## src/rtl/stage_mem_lsu_pkg.sv

```systemverilog
// Shared types and funct3 decode for the MEM-stage load/store unit.
// No logic; imported by the LSU top and its data-alignment helper.
package stage_mem_lsu_pkg;

    localparam logic [2:0] MEM_ACCESS_B  = 3'b000;
    localparam logic [2:0] MEM_ACCESS_H  = 3'b001;
    localparam logic [2:0] MEM_ACCESS_W  = 3'b010;
    localparam logic [2:0] MEM_ACCESS_D  = 3'b011;
    localparam logic [2:0] MEM_ACCESS_BU = 3'b100;
    localparam logic [2:0] MEM_ACCESS_HU = 3'b101;
    localparam logic [2:0] MEM_ACCESS_WU = 3'b110;

    typedef enum logic [1:0] {IDLE, REQ, WAIT_R} lsu_state_t;

    // log2 of access size in bytes; doubleword collapses to word on a 32-bit bus
    function automatic logic [1:0] access_size(input logic [2:0] width, input logic wide);
        case (width)
            MEM_ACCESS_B, MEM_ACCESS_BU: access_size = 2'd0;
            MEM_ACCESS_H, MEM_ACCESS_HU: access_size = 2'd1;
            MEM_ACCESS_D:                access_size = wide ? 2'd3 : 2'd2;
            default:                     access_size = 2'd2;
        endcase
    endfunction

endpackage

```

## src/rtl/stage_mem_lsu_data_align.sv

```systemverilog
// Byte-lane steering: width + address low bits -> byte enables, shifted store data,
// and extracted/extended load data. Purely combinational.
module stage_mem_lsu_data_align
    import stage_mem_lsu_pkg::*;
#(
    parameter int WD_SIZE = 32,
    parameter int NB      = WD_SIZE / 8,
    parameter int LB      = $clog2(WD_SIZE / 8)
) (
    input  logic [2:0]         width,
    input  logic [LB-1:0]      addr_lo,
    input  logic [WD_SIZE-1:0] st_data,
    input  logic [WD_SIZE-1:0] rd_data,
    output logic [NB-1:0]      be,
    output logic [WD_SIZE-1:0] wr_data,
    output logic [WD_SIZE-1:0] ld_data,
    output logic [LB-1:0]      lane,
    output logic               misaligned
);

    logic [1:0]         sz;
    logic [LB-1:0]      mask;
    logic [NB-1:0]      bmask;
    logic [WD_SIZE-1:0] shifted;
    logic               sbit;

    always_comb begin
        sz = access_size(width, NB == 8);
        case (sz)
            2'd0:    mask = '0;
            2'd1:    mask = LB'(1);
            2'd2:    mask = LB'(3);
            default: mask = LB'(7);
        endcase
        misaligned = (addr_lo & mask) != '0;
        lane       = addr_lo & ~mask;

        bmask = '0;
        for (int i = 0; i < NB; i++) begin
            bmask[i] = (i < (1 << sz));
        end
        be      = bmask << lane;
        wr_data = st_data << {lane, 3'b000};

        shifted = rd_data >> {lane, 3'b000};
        case (sz)
            2'd0:    sbit = shifted[7];
            2'd1:    sbit = shifted[15];
            2'd2:    sbit = shifted[31];
            default: sbit = shifted[WD_SIZE-1];
        endcase
        for (int i = 0; i < WD_SIZE; i++) begin
            ld_data[i] = (i < (8 << sz)) ? shifted[i] : (sbit & ~width[2]);
        end
    end

endmodule

```

## src/rtl/stage_mem_lsu.sv

```systemverilog
// MEM stage with req/gnt/rvalid data port, sub-word access, bus timeout and registered WB outputs.
// Optional MEM_MISALIGN_EXC_EN: misaligned H/W/D raises exc_misalign_o instead of truncating the address.
module stage_mem_lsu
    import stage_mem_lsu_pkg::*;
#(
    parameter int WD_SIZE        = 32,
    parameter int REG_ADDR_SIZE  = 5,
    parameter int PC_SIZE        = 32,
    parameter int TIMEOUT_CYCLES = 255
) (
    input  logic                     clk,
    input  logic                     reset,
    input  logic                     valid_i,
    input  logic [WD_SIZE-1:0]       alu_result_i,
    input  logic [WD_SIZE-1:0]       rs2_data_i,
    input  logic [REG_ADDR_SIZE-1:0] rd_i,
    input  logic [PC_SIZE-1:0]       pc_br_i,
    input  logic                     ctrl_ld_i,
    input  logic                     ctrl_st_i,
    input  logic                     ctrl_br_i,
    input  logic                     alu_cmp_i,
    input  logic [2:0]               ctrl_mem_width_i,
    input  logic                     ctrl_reg_write_i,
    input  logic                     stall_proc_i,
    output logic                     stall_mem_o,
    output logic                     dmem_req_o,
    output logic                     dmem_we_o,
    output logic [WD_SIZE-1:0]       dmem_addr_o,
    output logic [WD_SIZE/8-1:0]     dmem_be_o,
    output logic [WD_SIZE-1:0]       dmem_wr_data_o,
    input  logic                     dmem_gnt_i,
    input  logic                     dmem_rvalid_i,
    input  logic [WD_SIZE-1:0]       dmem_rd_data_i,
    output logic                     valid_o,
    output logic [REG_ADDR_SIZE-1:0] rd_o,
    output logic                     ctrl_reg_write_o,
    output logic [WD_SIZE-1:0]       wb_data_o,
    output logic                     take_br_o,
    output logic [PC_SIZE-1:0]       pc_br_o,
    output logic                     bus_err_o,
    output logic                     exc_misalign_o,
    output logic [WD_SIZE-1:0]       bypass_mem_data_o,
    output logic                     bypass_ctrl_reg_write_mem_o
);

    localparam int NB = WD_SIZE / 8;
    localparam int LB = $clog2(NB);
    localparam int CW = (TIMEOUT_CYCLES > 1) ? $clog2(TIMEOUT_CYCLES) : 1;

    lsu_state_t state, state_next;
    logic [CW-1:0]            cnt;
    logic [WD_SIZE-LB-1:0]    q_addr_hi;
    logic [NB-1:0]            q_be;
    logic [WD_SIZE-1:0]       q_wdata;
    logic [REG_ADDR_SIZE-1:0] q_rd;
    logic [2:0]               q_width;
    logic [LB-1:0]            q_lane;
    logic                     q_we, q_reg_write, q_exc;

    logic [2:0]         al_width;
    logic [LB-1:0]      al_lo, al_lane;
    logic [NB-1:0]      al_be;
    logic [WD_SIZE-1:0] al_wdata, al_ld;
    logic               misaligned;
    logic               mem_op, mis_exc, start, done_ok, timeout, retire;

    // Before a request is captured the aligner sees EX inputs; afterwards the held access
    assign al_width = (state == IDLE) ? ctrl_mem_width_i : q_width;
    assign al_lo    = (state == IDLE) ? alu_result_i[LB-1:0] : q_lane;

    stage_mem_lsu_data_align #(.WD_SIZE(WD_SIZE)) u_align (
        .width      (al_width),
        .addr_lo    (al_lo),
        .st_data    (rs2_data_i),
        .rd_data    (dmem_rd_data_i),
        .be         (al_be),
        .wr_data    (al_wdata),
        .ld_data    (al_ld),
        .lane       (al_lane),
        .misaligned (misaligned)
    );

    assign mem_op = (state == IDLE) & valid_i & (ctrl_ld_i | ctrl_st_i) & ~stall_proc_i;
`ifdef MEM_MISALIGN_EXC_EN
    assign mis_exc = mem_op & misaligned;
`else
    logic unused_misaligned;
    assign unused_misaligned = misaligned;
    assign mis_exc = 1'b0;
`endif
    assign start   = mem_op & ~mis_exc;
    // rvalid is accepted in the grant cycle as well as in WAIT_R
    assign done_ok = ((state == REQ) & dmem_gnt_i & (q_we | dmem_rvalid_i)) |
                     ((state == WAIT_R) & dmem_rvalid_i);
    assign timeout = (TIMEOUT_CYCLES != 0) & (state != IDLE) & ~done_ok &
                     (cnt == CW'(TIMEOUT_CYCLES - 1));
    assign retire  = done_ok | timeout;

    always_ff @(posedge clk) begin
        if (reset) state <= IDLE;
        else       state <= state_next;
    end

    always_comb begin
        state_next = state;
        case (state)
            IDLE:    if (start) state_next = REQ;
            REQ:     if (retire) state_next = IDLE;
                     else if (dmem_gnt_i) state_next = WAIT_R;
            WAIT_R:  if (retire) state_next = IDLE;
            default: state_next = IDLE;
        endcase
    end

    always_comb begin
        dmem_req_o  = (state == REQ);
        dmem_we_o   = (state == REQ) & q_we;
        stall_mem_o = start | ((state != IDLE) & ~retire);
    end

    always_ff @(posedge clk) begin
        if (reset || state == IDLE || retire) cnt <= '0;
        else                                  cnt <= cnt + 1'b1;
    end

    always_ff @(posedge clk) begin
        if (reset) begin
            q_addr_hi <= '0; q_be <= '0; q_wdata <= '0; q_rd <= '0;
            q_width <= '0; q_lane <= '0; q_we <= 1'b0; q_reg_write <= 1'b0;
        end else if (start) begin
            q_addr_hi   <= alu_result_i[WD_SIZE-1:LB];
            q_be        <= al_be;
            q_wdata     <= al_wdata;
            q_rd        <= rd_i;
            q_width     <= ctrl_mem_width_i;
            q_lane      <= al_lane;
            q_we        <= ctrl_st_i;
            q_reg_write <= ctrl_reg_write_i;
        end
    end

    assign dmem_addr_o    = {q_addr_hi, {LB{1'b0}}};
    assign dmem_be_o      = q_be;
    assign dmem_wr_data_o = q_wdata;

    always_ff @(posedge clk) begin
        if (reset) begin
            valid_o <= 1'b0; rd_o <= '0; ctrl_reg_write_o <= 1'b0; wb_data_o <= '0;
            take_br_o <= 1'b0; pc_br_o <= '0; bus_err_o <= 1'b0; q_exc <= 1'b0;
        end else if (retire) begin
            valid_o          <= 1'b1;
            rd_o             <= q_rd;
            ctrl_reg_write_o <= q_reg_write & ~q_we & ~timeout;
            wb_data_o        <= (q_we | timeout) ? '0 : al_ld;
            take_br_o        <= 1'b0;
            bus_err_o        <= timeout;
            q_exc            <= 1'b0;
        end else if (mis_exc) begin
            valid_o          <= 1'b1;
            rd_o             <= '0;
            ctrl_reg_write_o <= 1'b0;
            wb_data_o        <= alu_result_i;
            take_br_o        <= 1'b0;
            bus_err_o        <= 1'b0;
            q_exc            <= 1'b1;
        end else if (state == IDLE && !stall_proc_i && !start) begin
            valid_o          <= valid_i;
            rd_o             <= ctrl_reg_write_i ? rd_i : '0;
            ctrl_reg_write_o <= valid_i & ctrl_reg_write_i;
            wb_data_o        <= alu_result_i;
            take_br_o        <= valid_i & ctrl_br_i & alu_cmp_i;
            pc_br_o          <= pc_br_i;
            bus_err_o        <= 1'b0;
            q_exc            <= 1'b0;
        end else begin
            valid_o          <= 1'b0;
            ctrl_reg_write_o <= 1'b0;
            take_br_o        <= 1'b0;
            bus_err_o        <= 1'b0;
            q_exc            <= 1'b0;
        end
    end

    assign exc_misalign_o              = q_exc;
    assign bypass_mem_data_o           = alu_result_i;
    assign bypass_ctrl_reg_write_mem_o = valid_i & ctrl_reg_write_i & ~ctrl_ld_i;

endmodule
```

## config.mk

```make
export PLATFORM = sky130hd
export DESIGN_NAME = stage_mem_lsu
export DESIGN_NICKNAME = d
export VERILOG_FILES = /design/src/rtl/stage_mem_lsu_pkg.sv /design/src/rtl/stage_mem_lsu_data_align.sv /design/src/rtl/stage_mem_lsu.sv
export SDC_FILE = /design/constraint.sdc
export NUM_CORES = 1
export LEC_CHECK = 0
export ABC_CLOCK_PERIOD_IN_PS = 2210
export CORE_ASPECT_RATIO = 0.9
export CORE_UTILIZATION = 43
export DETAILED_ROUTE_END_ITERATION = 10
export PLACE_DENSITY = 0.83
export SLEW_MARGIN = 20
export SYNTH_ARGS = -nofsm -noshare
export SYNTH_HDL_FRONTEND = slang
export SYNTH_SLANG_ARGS = --single-unit
```

## constraint.sdc

```tcl
create_clock -name clk -period 2.21 [get_ports clk]
set_input_delay 0.221 -clock clk [delete_from_list [all_inputs] [get_ports clk]]
set_output_delay 0.221 -clock clk [all_outputs]
set_load 0.01 [all_outputs]
```

==> out/summary.txt <==
DP HPWL = 19,900 um
Outcome = finished, final reports clean
Placed Area = 0.0109 mm^2
Crit. End Element = register
Flop pwr share = 38.7%
Initial antenna violation count = 1
Non-Filler Instances = 1,472
Final max-slew violation count = 0
Critical Path Start = state[1]
Clock transition at the registers of the reported paths = 0.07 ns
Via Count = 7,969
Largest net degree at the start of global routing = 91
Antenna Nets Post-Route = 0
First-pass GRT wire length = 41,500 um
Die Footprint = 0.0179 mm^2
Library cells used by synthesis = 57
H-Tree Depth = 4
#FFs+latches synth = 161
Synth top area share = 43.2%
Hold Path Class = in -> reg
Max Fanout on Critical Path = 11
Crit Path Category = reg -> reg
CP max-delay cell = or4b_4
CP cell instances = or4b_4 -> o21a_2 -> buf_12 -> mux2i_1 -> nor2_1 -> a211oi_1 -> nor3_1
GR Layer Usage met3 = 8.40%
Root Buffer Master = clkbuf_16
Crit path time final = 2.16 ns
Final design area excluding fillers = 0.0117 mm^2
Crit path DAT = 2.47 ns
Placed Instances = 1,437
Net Switching = 0.00224 W
Routed vias/inst = 5.41
Syn_area_per_cell = 8.09 um^2
Crit path largest cell delay = 0.55 ns
Final setup viols = 0
Switching share of power = 27.7%
Area growth syn-to-layout = 56.2%
Via count of the first global-routing pass = 7,626
Number of buffers added on ports = 321
R2R cell count = 7
Avg WL per Cell = 18.5 um
Initial Util = 44.0%
Reg2reg setup slack = 0.05 ns
Number of remaining DRC errors = 0
Power density over cell area = 695 mW/mm^2
Part of the power in the clock network = 40.2%
GR peak layer = met2
Final Hold Fails = 0
Min-delay src = reset
Boundary Pins = 325
P_int = 0.00586 W
Post-Route Setup TNS = 0 ns
Num rows = 45
Sequential-to-total area share from yosys stat = 43.2%
Critical Path Source Type = register
Met1 usage = 34.3%
CTS tree = built
Core area = 0.0169 mm^2
Leakage = 4.32 nW
Post-route clock period utilization = 97.5%
Fin util = 68.8%
Mapped cell area = 0.00746 mm^2
Post-synth ARST share = 0%
Clock Sinks = 161
Placer congestion estimate = 0.885
Final nets = 1,372
Clock skew = 0.0127 ns
Top FF cell, synth = dfxtp_1
YS warnings = 0
GR Util All Layers = 30.0%
Skew-Pair Late Insertion Delay = 0.44 ns
Worst-case clock buffer depth = 2
Largest area contributor in the netlist = dfxtp_1
Total gr overflow = 0
Worst reg2reg path startpoint = state[1]
Detailed router's first-iteration violation count = 503
Max-Cap Viols = 0
Area contributors post-synth = dfxtp_1, nand2_1, a21oi_1
Data required, critical path = 2.52 ns
Num CTS Buffers = 17
Comb power frac = 21.0%
Hold path depth = 2
Grt met2 use = 52.1%
VDD IR max = 0.562 mV
Post-synth EDFFs = 0
Syn Inst Count = 922
Share of cells above drive strength 1 = 12.5%
Die Width = 141 um
DIE HEIGHT = 127 um
Routed Wire Length = 27,300 um
Fmax = 464 MHz
Drt first pass iters = 7
kinds of logic (layout without fill, tap and decap cells):
logic type / count (synthesis) / in the layout / synth area share [%]
AOI/OAI and AO/OA: 233 / 233 / 20.7
DFF: 161 / 161 / 43.2
buffers and inverters: 109 / 421 / 8.13
adders and majority gates: 2 / 2 / 0.335
xor gates and xnor gates: 6 / 6 / 0.704
and+or+nand+nor: 366 / 366 / 20.5
other: 1 / 4 / 0.0503
muxes: 44 / 44 / 6.30
cell type report:
| type | instances | area (um^2) |
|---|---|---|
| fillers | 1354 | 5290 |
| repair buffers | 387 | 3790 |
| multi-input cells | 654 | 3690 |
| flip-flops and latches | 161 | 3230 |
| clock buffers | 17 | 425 |
| well taps | 235 | 294 |
| clock inverters | 15 | 216 |
| inverters | 2 | 7.51 |
| diodes | 1 | 2.50 |
through the flow:
stage	worst slack (ns)	hold slack [ns]	power (W)
3_5_place_dp	-0.225	0.445	0.00487
2_1_floorplan	0.183	0.340	0.00397
3_3_place_gp	-0.200	0.441	0.00484
6_report	0.0545	0.220	0.00810
5_1_grt	-0.00556	0.230	0.00836
4_1_cts	0.0365	0.215	0.00810
critical path, delay by kind of cell, from the launching register on:
| family | cells | cell delay, ns |
|---|---|---|
| flops | 1 | 0.36 |
| buf+inv | 1 | 0.16 |
| compound gates | 2 | 0.58 |
| simple gates | 3 | 0.71 |
| mux | 1 | 0.20 |
sequential cells by signal, summed over array words and instances, names as in the netlist, 3 cells and up:
register / cells
wb_data_o: 32
q_width: 3
rd_o: 5
dmem_wr_data_o: 32
cnt: 8
q_rd: 5
q_addr_hi: 30
dmem_be_o: 4
pc_br_o: 32
cells in the final DEF, fill, tap and decap left out, types with 4 or more instances in the layout:
| cell type | instances |
|---|---|
| clkdlybuf4s50_1 | 319 |
| nand2_1 | 237 |
| dfxtp_1 | 159 |
| a21oi_1 | 103 |
| buf_4 | 59 |
| nor2_1 | 56 |
| mux2_2 | 23 |
| nand3_1 | 21 |
| a211oi_1 | 21 |
| mux2i_1 | 20 |
| a22oi_1 | 18 |
| clkbuf_16 | 17 |
| o21ai_0 | 15 |
| a31oi_1 | 15 |
| nor3_1 | 13 |
| a211oi_2 | 11 |
| and3_1 | 11 |
| o211ai_1 | 9 |
| a221oi_1 | 9 |
| buf_12 | 7 |
| o311ai_1 | 6 |
| inv_6 | 6 |
| a222oi_1 | 5 |
| nor2b_1 | 4 |
| and2_1 | 4 |
| o21ai_1 | 4 |
| bufinv_16 | 4 |
power groups by stage:
stage               sequential, W  clock (W)  combinational (W)
finish                    0.00314    0.00326            0.00170
global route              0.00315    0.00339            0.00182
CTS                       0.00314    0.00329            0.00168
detailed placement        0.00320          0            0.00167
global placement          0.00320          0            0.00165
floorplan                 0.00325          0           0.000724
routing by layer:
layer	wire, um	vias up	part of all wire (%)
met1	10600	3726	39
met5	0	-	0
met2	13400	412	49
met4	982	0	3.6
met3	2260	60	8.3
li1	-	3771	-
cells in the mapped netlist, types with 3 or more instances:
cell type,instances
nand2_1,238
dfxtp_1,161
a21oi_1,103
nor2_1,58
clkbuf_1,44
buf_4,36
mux2_2,23
a211oi_1,22
nand3_1,21
mux2i_1,20
a22oi_1,18
o21ai_0,18
buf_2,17
a31oi_1,15
nor3_1,14
and3_1,11
a211oi_2,10
a221oi_1,9
o211ai_1,9
o311ai_1,7
a222oi_1,5
and2_1,5
buf_1,5
buf_6,4
nor2b_1,4
o21a_1,3
xnor2_1,3
xor2_1,3
path summary, 6_finish.rpt:
kind	endpoint
max reg2reg	dmem_wr_data_o[18]
min	dmem_be_o[3]
min reg2reg	q_width[2]
max	dmem_wr_data_o[18]
what timing repair did:
| item | CTS | global route |
|---|---|---|
| gates resized for setup | 8 | 11 |
| pin swaps | 0 | 1 |
| setup buffers | 0 | 2 |
| cloned | 0 | 0 |
| hold buffers | 0 | 0 |
| endpoints found under the setup margin | 4 | 30 |
Power figures use the tool's default switching activity.
